## src/rtl/qam64_demap_ctrl.sv

```systemverilog
// 64-QAM demapper controller: slices I then Q through a shared external slicer and packs
// 6-bit symbols MSB first into bytes. Define QAM64_ERR_CNT_EN to add the err_cnt output.
module qam64_demap_ctrl (
  input  logic        clk,
  input  logic        rst_n,
  input  logic [15:0] frame_len,
  input  logic        s_valid,
  output logic        s_ready,
  input  logic [31:0] s_re,
  input  logic [31:0] s_im,
  output logic [31:0] sl_data,
  input  logic [2:0]  sl_bits,
  input  logic        sl_hit,
  output logic        m_valid,
  input  logic        m_ready,
  output logic [7:0]  m_data,
  output logic        m_last,
  output logic        err_sym,
  output logic        busy
`ifdef QAM64_ERR_CNT_EN
  ,
  output logic [15:0] err_cnt
`endif
);

  typedef enum logic [2:0] {
    IDLE     = 3'd0,
    SLICE_I  = 3'd1,
    SLICE_Q  = 3'd2,
    EMIT     = 3'd3,
    EMIT_PAD = 3'd4
  } state_t;

  state_t      state_q, state_d;
  logic [31:0] re_q, re_d;
  logic [31:0] im_q, im_d;
  logic [2:0]  hi_q, hi_d;
  logic        err_i_q, err_i_d;
  logic [12:0] buf_q, buf_d;
  logic [3:0]  cnt_q, cnt_d;
  logic [15:0] sym_cnt_q, sym_cnt_d;
  logic [15:0] len_q, len_d;
  logic        fe_q, fe_d;
  logic        rdy_q, rdy_d;
  logic [31:0] sl_data_q, sl_data_d;
  logic        m_valid_q, m_valid_d;
  logic [7:0]  m_data_q, m_data_d;
  logic        m_last_q, m_last_d;
  logic        err_sym_q, err_sym_d;
  logic        busy_q, busy_d;

  logic [2:0]  axis_s;
  logic [5:0]  sym_s;
  logic [12:0] app_buf_s;
  logic [3:0]  app_cnt_s;
  logic [15:0] sym_inc_s;
  logic        end_s;
  logic [15:0] eff_len_s;

  // Buffer keeps valid bits left-aligned with zeros below, so the top byte is always the pad byte.
  assign axis_s    = sl_hit ? sl_bits : 3'd0;
  assign sym_s     = {hi_q, axis_s};
  assign app_buf_s = buf_q | ({sym_s, 7'd0} >> cnt_q);
  assign app_cnt_s = cnt_q + 4'd6;
  assign sym_inc_s = sym_cnt_q + 16'd1;
  assign end_s     = (sym_inc_s == len_q);
  assign eff_len_s = (frame_len == 16'd0) ? 16'd1 : frame_len;

  // State register and all registered outputs.
  always_ff @(posedge clk) begin
    if (!rst_n) begin
      state_q   <= IDLE;
      re_q      <= 32'd0;
      im_q      <= 32'd0;
      hi_q      <= 3'd0;
      err_i_q   <= 1'b0;
      buf_q     <= 13'd0;
      cnt_q     <= 4'd0;
      sym_cnt_q <= 16'd0;
      len_q     <= 16'd0;
      fe_q      <= 1'b0;
      rdy_q     <= 1'b0;
      sl_data_q <= 32'd0;
      m_valid_q <= 1'b0;
      m_data_q  <= 8'd0;
      m_last_q  <= 1'b0;
      err_sym_q <= 1'b0;
      busy_q    <= 1'b0;
    end else begin
      state_q   <= state_d;
      re_q      <= re_d;
      im_q      <= im_d;
      hi_q      <= hi_d;
      err_i_q   <= err_i_d;
      buf_q     <= buf_d;
      cnt_q     <= cnt_d;
      sym_cnt_q <= sym_cnt_d;
      len_q     <= len_d;
      fe_q      <= fe_d;
      rdy_q     <= rdy_d;
      sl_data_q <= sl_data_d;
      m_valid_q <= m_valid_d;
      m_data_q  <= m_data_d;
      m_last_q  <= m_last_d;
      err_sym_q <= err_sym_d;
      busy_q    <= busy_d;
    end
  end

  // Next-state and datapath updates.
  always_comb begin
    state_d   = state_q;
    re_d      = re_q;
    im_d      = im_q;
    hi_d      = hi_q;
    err_i_d   = err_i_q;
    buf_d     = buf_q;
    cnt_d     = cnt_q;
    sym_cnt_d = sym_cnt_q;
    len_d     = len_q;
    fe_d      = fe_q;
    err_sym_d = 1'b0;
    case (state_q)
      IDLE: begin
        if (s_valid && rdy_q) begin
          re_d    = s_re;
          im_d    = s_im;
          state_d = SLICE_I;
          if (sym_cnt_q == 16'd0) begin
            len_d = eff_len_s;
          end else begin
            len_d = len_q;
          end
        end else begin
          state_d = IDLE;
        end
      end
      SLICE_I: begin
        hi_d    = axis_s;
        err_i_d = ~sl_hit;
        state_d = SLICE_Q;
      end
      SLICE_Q: begin
        err_sym_d = err_i_q | ~sl_hit;
        buf_d     = app_buf_s;
        cnt_d     = app_cnt_s;
        if (end_s) begin
          sym_cnt_d = 16'd0;
          fe_d      = 1'b1;
        end else begin
          sym_cnt_d = sym_inc_s;
          fe_d      = 1'b0;
        end
        if (app_cnt_s >= 4'd8) begin
          state_d = EMIT;
        end else if (end_s) begin
          state_d = EMIT_PAD;
        end else begin
          state_d = IDLE;
        end
      end
      EMIT: begin
        if (m_ready) begin
          buf_d = buf_q << 4'd8;
          cnt_d = cnt_q - 4'd8;
          if (fe_q && (cnt_d != 4'd0)) begin
            state_d = EMIT_PAD;
          end else begin
            state_d = IDLE;
            fe_d    = 1'b0;
          end
        end else begin
          state_d = EMIT;
        end
      end
      EMIT_PAD: begin
        if (m_ready) begin
          buf_d   = 13'd0;
          cnt_d   = 4'd0;
          fe_d    = 1'b0;
          state_d = IDLE;
        end else begin
          state_d = EMIT_PAD;
        end
      end
      default: begin
        state_d = IDLE;
      end
    endcase
  end

  // Output values for the coming state, registered so they hold while stalled.
  always_comb begin
    sl_data_d = 32'd0;
    m_valid_d = 1'b0;
    m_data_d  = 8'd0;
    m_last_d  = 1'b0;
    case (state_d)
      SLICE_I: sl_data_d = re_d;
      SLICE_Q: sl_data_d = im_d;
      EMIT: begin
        m_valid_d = 1'b1;
        m_data_d  = buf_d[12:5];
        m_last_d  = fe_d && (cnt_d == 4'd8);
      end
      EMIT_PAD: begin
        m_valid_d = 1'b1;
        m_data_d  = buf_d[12:5];
        m_last_d  = 1'b1;
      end
      default: sl_data_d = 32'd0;
    endcase
    rdy_d  = (state_d == IDLE);
    busy_d = (state_d != IDLE) || (sym_cnt_d != 16'd0);
  end

  assign s_ready = rdy_q;
  assign sl_data = sl_data_q;
  assign m_valid = m_valid_q;
  assign m_data  = m_data_q;
  assign m_last  = m_last_q;
  assign err_sym = err_sym_q;
  assign busy    = busy_q;

`ifdef QAM64_ERR_CNT_EN
  logic [15:0] err_cnt_q;

  // Saturating count of illegal-symbol pulses.
  always_ff @(posedge clk) begin
    if (!rst_n) begin
      err_cnt_q <= 16'd0;
    end else if (err_sym_q && (err_cnt_q != 16'hFFFF)) begin
      err_cnt_q <= err_cnt_q + 16'd1;
    end else begin
      err_cnt_q <= err_cnt_q;
    end
  end

  assign err_cnt = err_cnt_q;
`endif

endmodule

```

## config.mk

```make
export PLATFORM = sky130hd
export DESIGN_NAME = qam64_demap_ctrl
export DESIGN_NICKNAME = d
export VERILOG_FILES = /design/src/rtl/qam64_demap_ctrl.sv
export SDC_FILE = /design/constraint.sdc
export NUM_CORES = 1
export LEC_CHECK = 0
export BUFFER_PORTS_ARGS = -buffer_cell sky130_fd_sc_hd__buf_2
export CAP_MARGIN = 20
export CORE_AREA = 8 8 119 121
export CTS_CLUSTER_DIAMETER = 30
export CTS_CLUSTER_SIZE = 10
export DETAILED_ROUTE_END_ITERATION = 10
export DIE_AREA = 0 0 127 129
export GPL_TIMING_DRIVEN = 0
export PLACE_DENSITY = 0.82
export SETUP_SLACK_MARGIN = 0.4
export SYNTH_ARGS = -nofsm -noshare
export SYNTH_HDL_FRONTEND = slang
export SYNTH_SLANG_ARGS = --single-unit
```

## constraint.sdc

```tcl
create_clock -name clk -period 6 [get_ports clk]
set_input_delay 0.3 -clock clk [delete_from_list [all_inputs] [get_ports clk]]
set_output_delay 0.3 -clock clk [all_outputs]
set_load 0.005 [all_outputs]
```

==> results of run 1 <==
==> report_power, final <==
group	switching, mW	total [mW]	internal (mW)
Sequential	0.0208	1.17	1.15
Clock	0.490	1.14	0.650
Combinational	0.180	0.287	0.106
Total	0.692	2.59	1.90
==> cell type report <==
| class | count | share of cell area |
|---|---|---|
| buffer | 66 | 0.0333 |
| clock buffer | 19 | 0.0520 |
| clock inverter | 13 | 0.0183 |
| inverter | 15 | 0.00647 |
| multi-input combinational | 612 | 0.411 |
| sequential | 166 | 0.382 |
| tap | 150 | 0.0216 |
| timing repair buffer | 132 | 0.0759 |
==> routing by layer <==
layer,vias to the layer above,part of all wire
li1,3317,-
met1,3179,0.42
met2,281,0.47
met3,51,0.085
met4,2,0.031
met5,-,0.00062
==> cells by family (layout without fill, tap and decap cells) <==
family	after synthesis	in the layout	synth area share
compound gates	208	208	0.182
xor+xnor	23	23	0.0278
buf+inv	81	245	0.0479
fa+ha+maj	4	4	0.00691
simple gates	352	352	0.241
flops	166	166	0.459
mux	25	25	0.0351
==> synth_stat cells, types with 5 or more instances <==
cell type    n
xnor2_1     15
nor4_1      10
a31oi_1      5
dfxtp_1    166
a21oi_1    106
nand3_1     24
o22ai_1      9
mux2i_1     22
a22o_1      32
buf_4        7
o21ai_0     17
nand2b_1     9
a22oi_1      6
nand4_1      6
and3_1       6
xor2_1       8
nand2_1    179
buf_2        7
clkbuf_1    50
or3_1       10
nor2b_1      7
nor3_1      20
a211oi_1     5
nor2_1      46
inv_1       15
==> tightest hold or removal path, cell delays in order <==
cell and delay, ps:
buf_2 90, mux2i_1 60, nor2_1 70
==> state kept, by name, summed over array words and instances (netlist names), 3 cells and up <==
register	count
buf_q	13
cnt_q	4
hi_q	3
im_q	32
len_q	16
m_data	8
re_q	32
sl_data	32
state_q	3
sym_cnt_q	16
==> worst max path at each step <==
stage | startpoint | end | cells past startpoint
finish | sym_cnt_q[0] | sym_cnt_q[13] | 9
global route | sym_cnt_q[0] | sym_cnt_q[13] | 9
CTS | sym_cnt_q[0] | sym_cnt_q[13] | 9
detailed placement | sym_cnt_q[0] | busy | 8
global placement | state_q[0] | hi_q[0] | 5
floorplan | sym_cnt_q[0] | sym_cnt_q[10] | 9
==> per-stage QoR <==
stage	instances	total power, mW	area (um2)	worst slack, ps	hold WS, ps
after CTS	1173	2.59	8700	2970	103
after global routing	1173	2.68	8700	2780	113
after global placement	1141	1.47	8090	3020	446
after detailed placement	1141	1.47	8090	3070	453
after floorplan	859	1.37	7240	3610	406
final	1173	2.59	8700	2890	111
==> flow_summary.ini, run 1 <==
[run_status]
status = finished clean

[worst_setup_path]
worstPathArrival_ps = 3430
worstPathRequired_ps = 6320
slowest_delay_ps = 670
start_kind = flip-flop
path_cells = ha_1 -> nand4_4 -> nor3_4 -> xnor2_1 -> nor3_1 -> nand4_4 -> buf_6 -> a21oi_1 -> o22ai_1
cp_top_family = simple AND/OR/NAND/NOR gates
worst-setup-path-type = flip-flop to flip-flop
worstRegToRegCells = 9
r2r_start = sym_cnt_q[0]
crit_path_end_kind = flip-flop
reg2reg_to = sym_cnt_q[13]
path_common_cell = nand4_4
cp_slowest_cell = nor3_1
r2r_slack_ps = 2890
cp_max_fo = 10
worst-path-buf-inv = 1

[timing]
max_slew_margin = 0.423
rsz0062_at_grt = false
period_share = 0.518
hold_viol_final = 0
clock_skew_ps = 8.97
worstMarginPinSlew_ps = 861
setup-violations-final = 0
finalSetupTns_ps = 0
period_needed_ps = 3110
fmax_mhz = 322
slew_violations = 0

[grt]
grt_max_degree = 17
grtUsageTotal = 0.253
grt_use_met2 = 0.408
grt_pass1_wl_um = 32900
grt_pass1_vias = 6697
grt.overflow.total = 0
use_met3 = 0.0786
antenna_found_initial = 1
grt_busiest_layer = met2
use_met1 = 0.299

[clock_network]
cts_root_buf = clkbuf_16
clkSlewWorstSetupHoldPaths_ps = 70
cts_buffers = 17
postCtsResizedCells = 0
htreeDepth = 4
cts_tree = yes
post-cts-setup-buffer-count = 0
cts_hold_buf = 0
clock-sinks = 166
clk_path_buf_depth = 2
clk_latency_ps = 440

[logic_synthesis]
syn_avg_cell_area_um2 = 8.43
synth-edff-count = 0
syn_inst = 859
yosysWarnings = 0
synthTopCellsByArea = dfxtp_1 (46%), nand2_1 (9.3%), a21oi_1 (7.3%)
synth_area_mm2 = 0.00724
ys_ff_latch = 166
syn_nets = 951
synth-main-ff-cell = dfxtp_1
ys_seq_area_frac = 0.459
ys_async_sr_fraction = 0
yosysTopAreaCell = dfxtp_1
synth.distinct_cells = 67
synth_top_area_frac = 0.459

[power_and_ir_drop]
p_per_area_mw_per_mm2 = 298
peakVddDrop_v = 0.000228
p_leak_nw = 3.44

[floorplanning]
die_x_um = 127
chipHeight_um = 129
num_io_pins = 133
start_util = 0.588
core_mm2 = 0.0123
std_cell_rows = 41
dieArea_mm2 = 0.0164

[route]
wl_per_cell_um = 17.9
vias = 6830
wirelength_um = 21000
via_per_inst = 5.82
firstDrtPassIters = 5
drt_iter0_markers = 653
drc = 0
ant_nets = 0

[finish]
fillCellCount = 974
area_growth_syn_to_layout_pct = 20.2
final_cell_mix = nand2_1 (179), dfxtp_1 (166), buf_2 (139), a21oi_1 (106), clkbuf_1 (50)
multi_input_area_mm2 = 0.00357
nNetsFinal = 1102
regArea_mm2 = 0.00332
final_common_cell = nand2_1
fin_util = 0.707
antenna-diode-count = 0
drive_gt1_frac = 0.199

[hold_path]
holdCritStartpoint = frame_len[5]
hold_path_class = primary input to flip-flop
min_to = len_q[5]
min_path_cells = 3

[placement]
io_buffers = 132
gp_congestion = 0.926
hpwl_um = 15000

[job]
maxCapViolCount = 0
Note: power is estimated with default switching activity, not from simulation.
==> run 2, diff against run 1 <==
--- a/config.mk
+++ b/config.mk
@@ -7,13 +7,13 @@
 export LEC_CHECK = 0
 export BUFFER_PORTS_ARGS = -buffer_cell sky130_fd_sc_hd__buf_2
 export CAP_MARGIN = 20
-export CORE_AREA = 8 8 119 121
+export CORE_AREA = 8 8 123 125
 export CTS_CLUSTER_DIAMETER = 30
 export CTS_CLUSTER_SIZE = 10
 export DETAILED_ROUTE_END_ITERATION = 10
-export DIE_AREA = 0 0 127 129
+export DIE_AREA = 0 0 131 133
 export GPL_TIMING_DRIVEN = 0
-export PLACE_DENSITY = 0.82
+export PLACE_DENSITY = 0.77
 export SETUP_SLACK_MARGIN = 0.4
 export SYNTH_ARGS = -nofsm -noshare
 export SYNTH_HDL_FRONTEND = slang
==> constraint.sdc (replaced) <==
create_clock -name clk -period 3 [get_ports clk]
set_input_delay 0.15 -clock clk [delete_from_list [all_inputs] [get_ports clk]]
set_output_delay 0.15 -clock clk [all_outputs]
set_load 0.005 [all_outputs]
==> run 2 against run 1 <==
Flip-flop and latch count unchanged. First-iteration DRC count rose by 7.4%. Die area rose by 6.3%. Clock-buffer cell count is 2 lower. Final cell count grew 12%. Register-to-register slack got worse by 2500 ps. Largest power group unchanged. Maximum frequency up 21%. Largest cell class unchanged. Sequential power is 99% higher. Clock power grew 97%. Power up 110%. Non-clock buffer count rose by 115. Combinational power increased to 2.6 times the previous value.
==> flow_summary.ini, run 2 (synthesis results as in run 1) <==
[placement]
placed_area_mm2 = 0.00813
gp_congestion = 0.922
io_buffers = 132
hpwl_um = 14800

[worst_setup_path]
worst-setup-path-type = flip-flop to flip-flop
worstPathArrival_ps = 2860
crit_path_end_kind = flip-flop
cp_max_fo = 6
crit_start = sym_cnt_q[7]
reg2reg_to = busy
worst-path-buf-inv = 2
r2r_slack_ps = 440
worstPathRequired_ps = 3290
worstRegToRegCells = 9
start_kind = flip-flop
path_cells = buf_6 -> nand4_4 -> nor4_4 -> buf_4 -> nand3_1 -> xnor2_1 -> or3_1 -> a2111oi_4 -> o221ai_2
crit_path_end = busy
slowest_delay_ps = 430
cp_slowest_cell = or3_1
cp_top_family = simple AND/OR/NAND/NOR gates
r2r_start = sym_cnt_q[7]
cp.depth = 9

[clock_network]
clock-sinks = 166
clkSlewWorstSetupHoldPaths_ps = 60
cts_tree = yes
clk_path_buf_depth = 2
cts_buffers = 17
cts_root_buf = clkbuf_16
clk_latency_ps = 440
htreeDepth = 4

[timing]
max_slew_margin = 0.418
finalSetupTns_ps = 0
period_needed_ps = 2560
period_share = 0.855
worstMarginPinSlew_ps = 873
clock_skew_ps = 10.1
rsz0062_at_grt = true
slew_violations = 0
hold_viol_final = 0
fmax_mhz = 390
setup-violations-final = 0

[floorplanning]
core_mm2 = 0.0131
die_x_um = 131
std_cell_rows = 42
start_util = 0.553
num_io_pins = 133
chipHeight_um = 133
dieArea_mm2 = 0.0174

[finish]
regArea_mm2 = 0.00334
fin_util = 0.770
final_common_cell = nand2_1
final_cell_area_mm2 = 0.0101
final_cell_mix = nand2_1 (177), dfxtp_1 (158), buf_2 (135), a21oi_1 (105), dlygate4sd3_1 (75)
nNetsFinal = 1217
multi_input_area_mm2 = 0.00374
area_growth_syn_to_layout_pct = 39.2
fillCellCount = 853
drive_gt1_frac = 0.248

[grt]
grt.overflow.total = 0
grt_max_degree = 18
antenna_found_initial = 2
grtUsageTotal = 0.263
grt_pass1_wl_um = 36400
grt_pass1_vias = 7367

[run_status]
status = finished clean

[job]
maxCapViolCount = 0

[route]
vias = 7571
firstDrtPassIters = 5
wl_per_cell_um = 17.8
via_per_inst = 5.76
ant_nets = 0
drt_iter0_markers = 701
drc = 0
wirelength_um = 23500

[hold_path]
hold_path_class = primary input to flip-flop

[power_and_ir_drop]
p_per_area_mw_per_mm2 = 528
peakVddDrop_v = 0.000460
p_leak_nw = 4.06
run 2: cell types whose count changed in the layout (fill, tap and decap cells not counted), moves of 3 or more:
cell and change:
buf_2 -4, buf_4 +28, buf_6 +10, clkbuf_1 -7
clkbuf_2 +7, clkbuf_4 +3, dfxtp_1 -8, dfxtp_2 +4
dfxtp_4 +4, dlygate4sd3_1 +75, nor3_1 -6, nor3_2 +4
run 2: power breakdown:
part           switching, mW  internal (mW)  leakage [nW]
combinational          0.412          0.327          2.41
clock                  0.986           1.26         0.294
sequential            0.0431           2.29          1.35
total                   1.44           3.88          4.06
run 2: what timing repair did:
action,in CTS,in global routing
setup endpoints to repair,29,62
gates resized for setup,16,61
hold buffers,74,1
endpoints found under the hold margin,74,1
pin swaps,5,12
gates cloned,0,1
buffers inserted,8,30
run 2: routing by layer:
metal  GRT usage  up-vias  share of wire
li1            -     3532              -
met1       0.316     3572           0.40
met2       0.426      375           0.48
met3      0.0562       90          0.077
met4       0.144        2          0.046
met5           0        -        0.00047
run 2: per-stage QoR:
stage	worst slack [ps]	hold slack [ps]	instances	power [mW]
global placement	-69.3	403	1167	2.93
finish	435	10.9	1315	5.32
floorplan	609	256	859	2.74
detailed placement	-105	408	1168	2.94
global route	302	9.79	1315	5.49
CTS	402	0.215	1282	5.26
run 2: final cells by class:
class	count	area share
antenna	1	0.000248
buffer	66	0.0343
clock buffer	17	0.0422
clock inverter	15	0.0185
inverter	15	0.00559
multi-input combinational	612	0.371
sequential	166	0.332
tap	176	0.0219
timing repair buffer	247	0.174
run 2: worst min-delay path by stage:
stage	slack, ps	to	startpoint	cells after the start
floorplan	260	cnt_q[0]	m_ready	1
global placement	400	len_q[11]	frame_len[11]	3
detailed placement	410	len_q[12]	frame_len[12]	3
CTS	0.2	im_q[7]	s_im[7]	3
global route	10	re_q[26]	s_re[26]	3
finish	10	hi_q[1]	sl_bits[1]	3
run 2: worst reg2reg max path, cell delays in order (launching register included):
cell	delay [ps]
dfxtp_1	320
buf_6	130
nand4_4	130
nor4_4	330
buf_4	170
nand3_1	140
xnor2_1	180
or3_1	430
a2111oi_4	430
o221ai_2	160
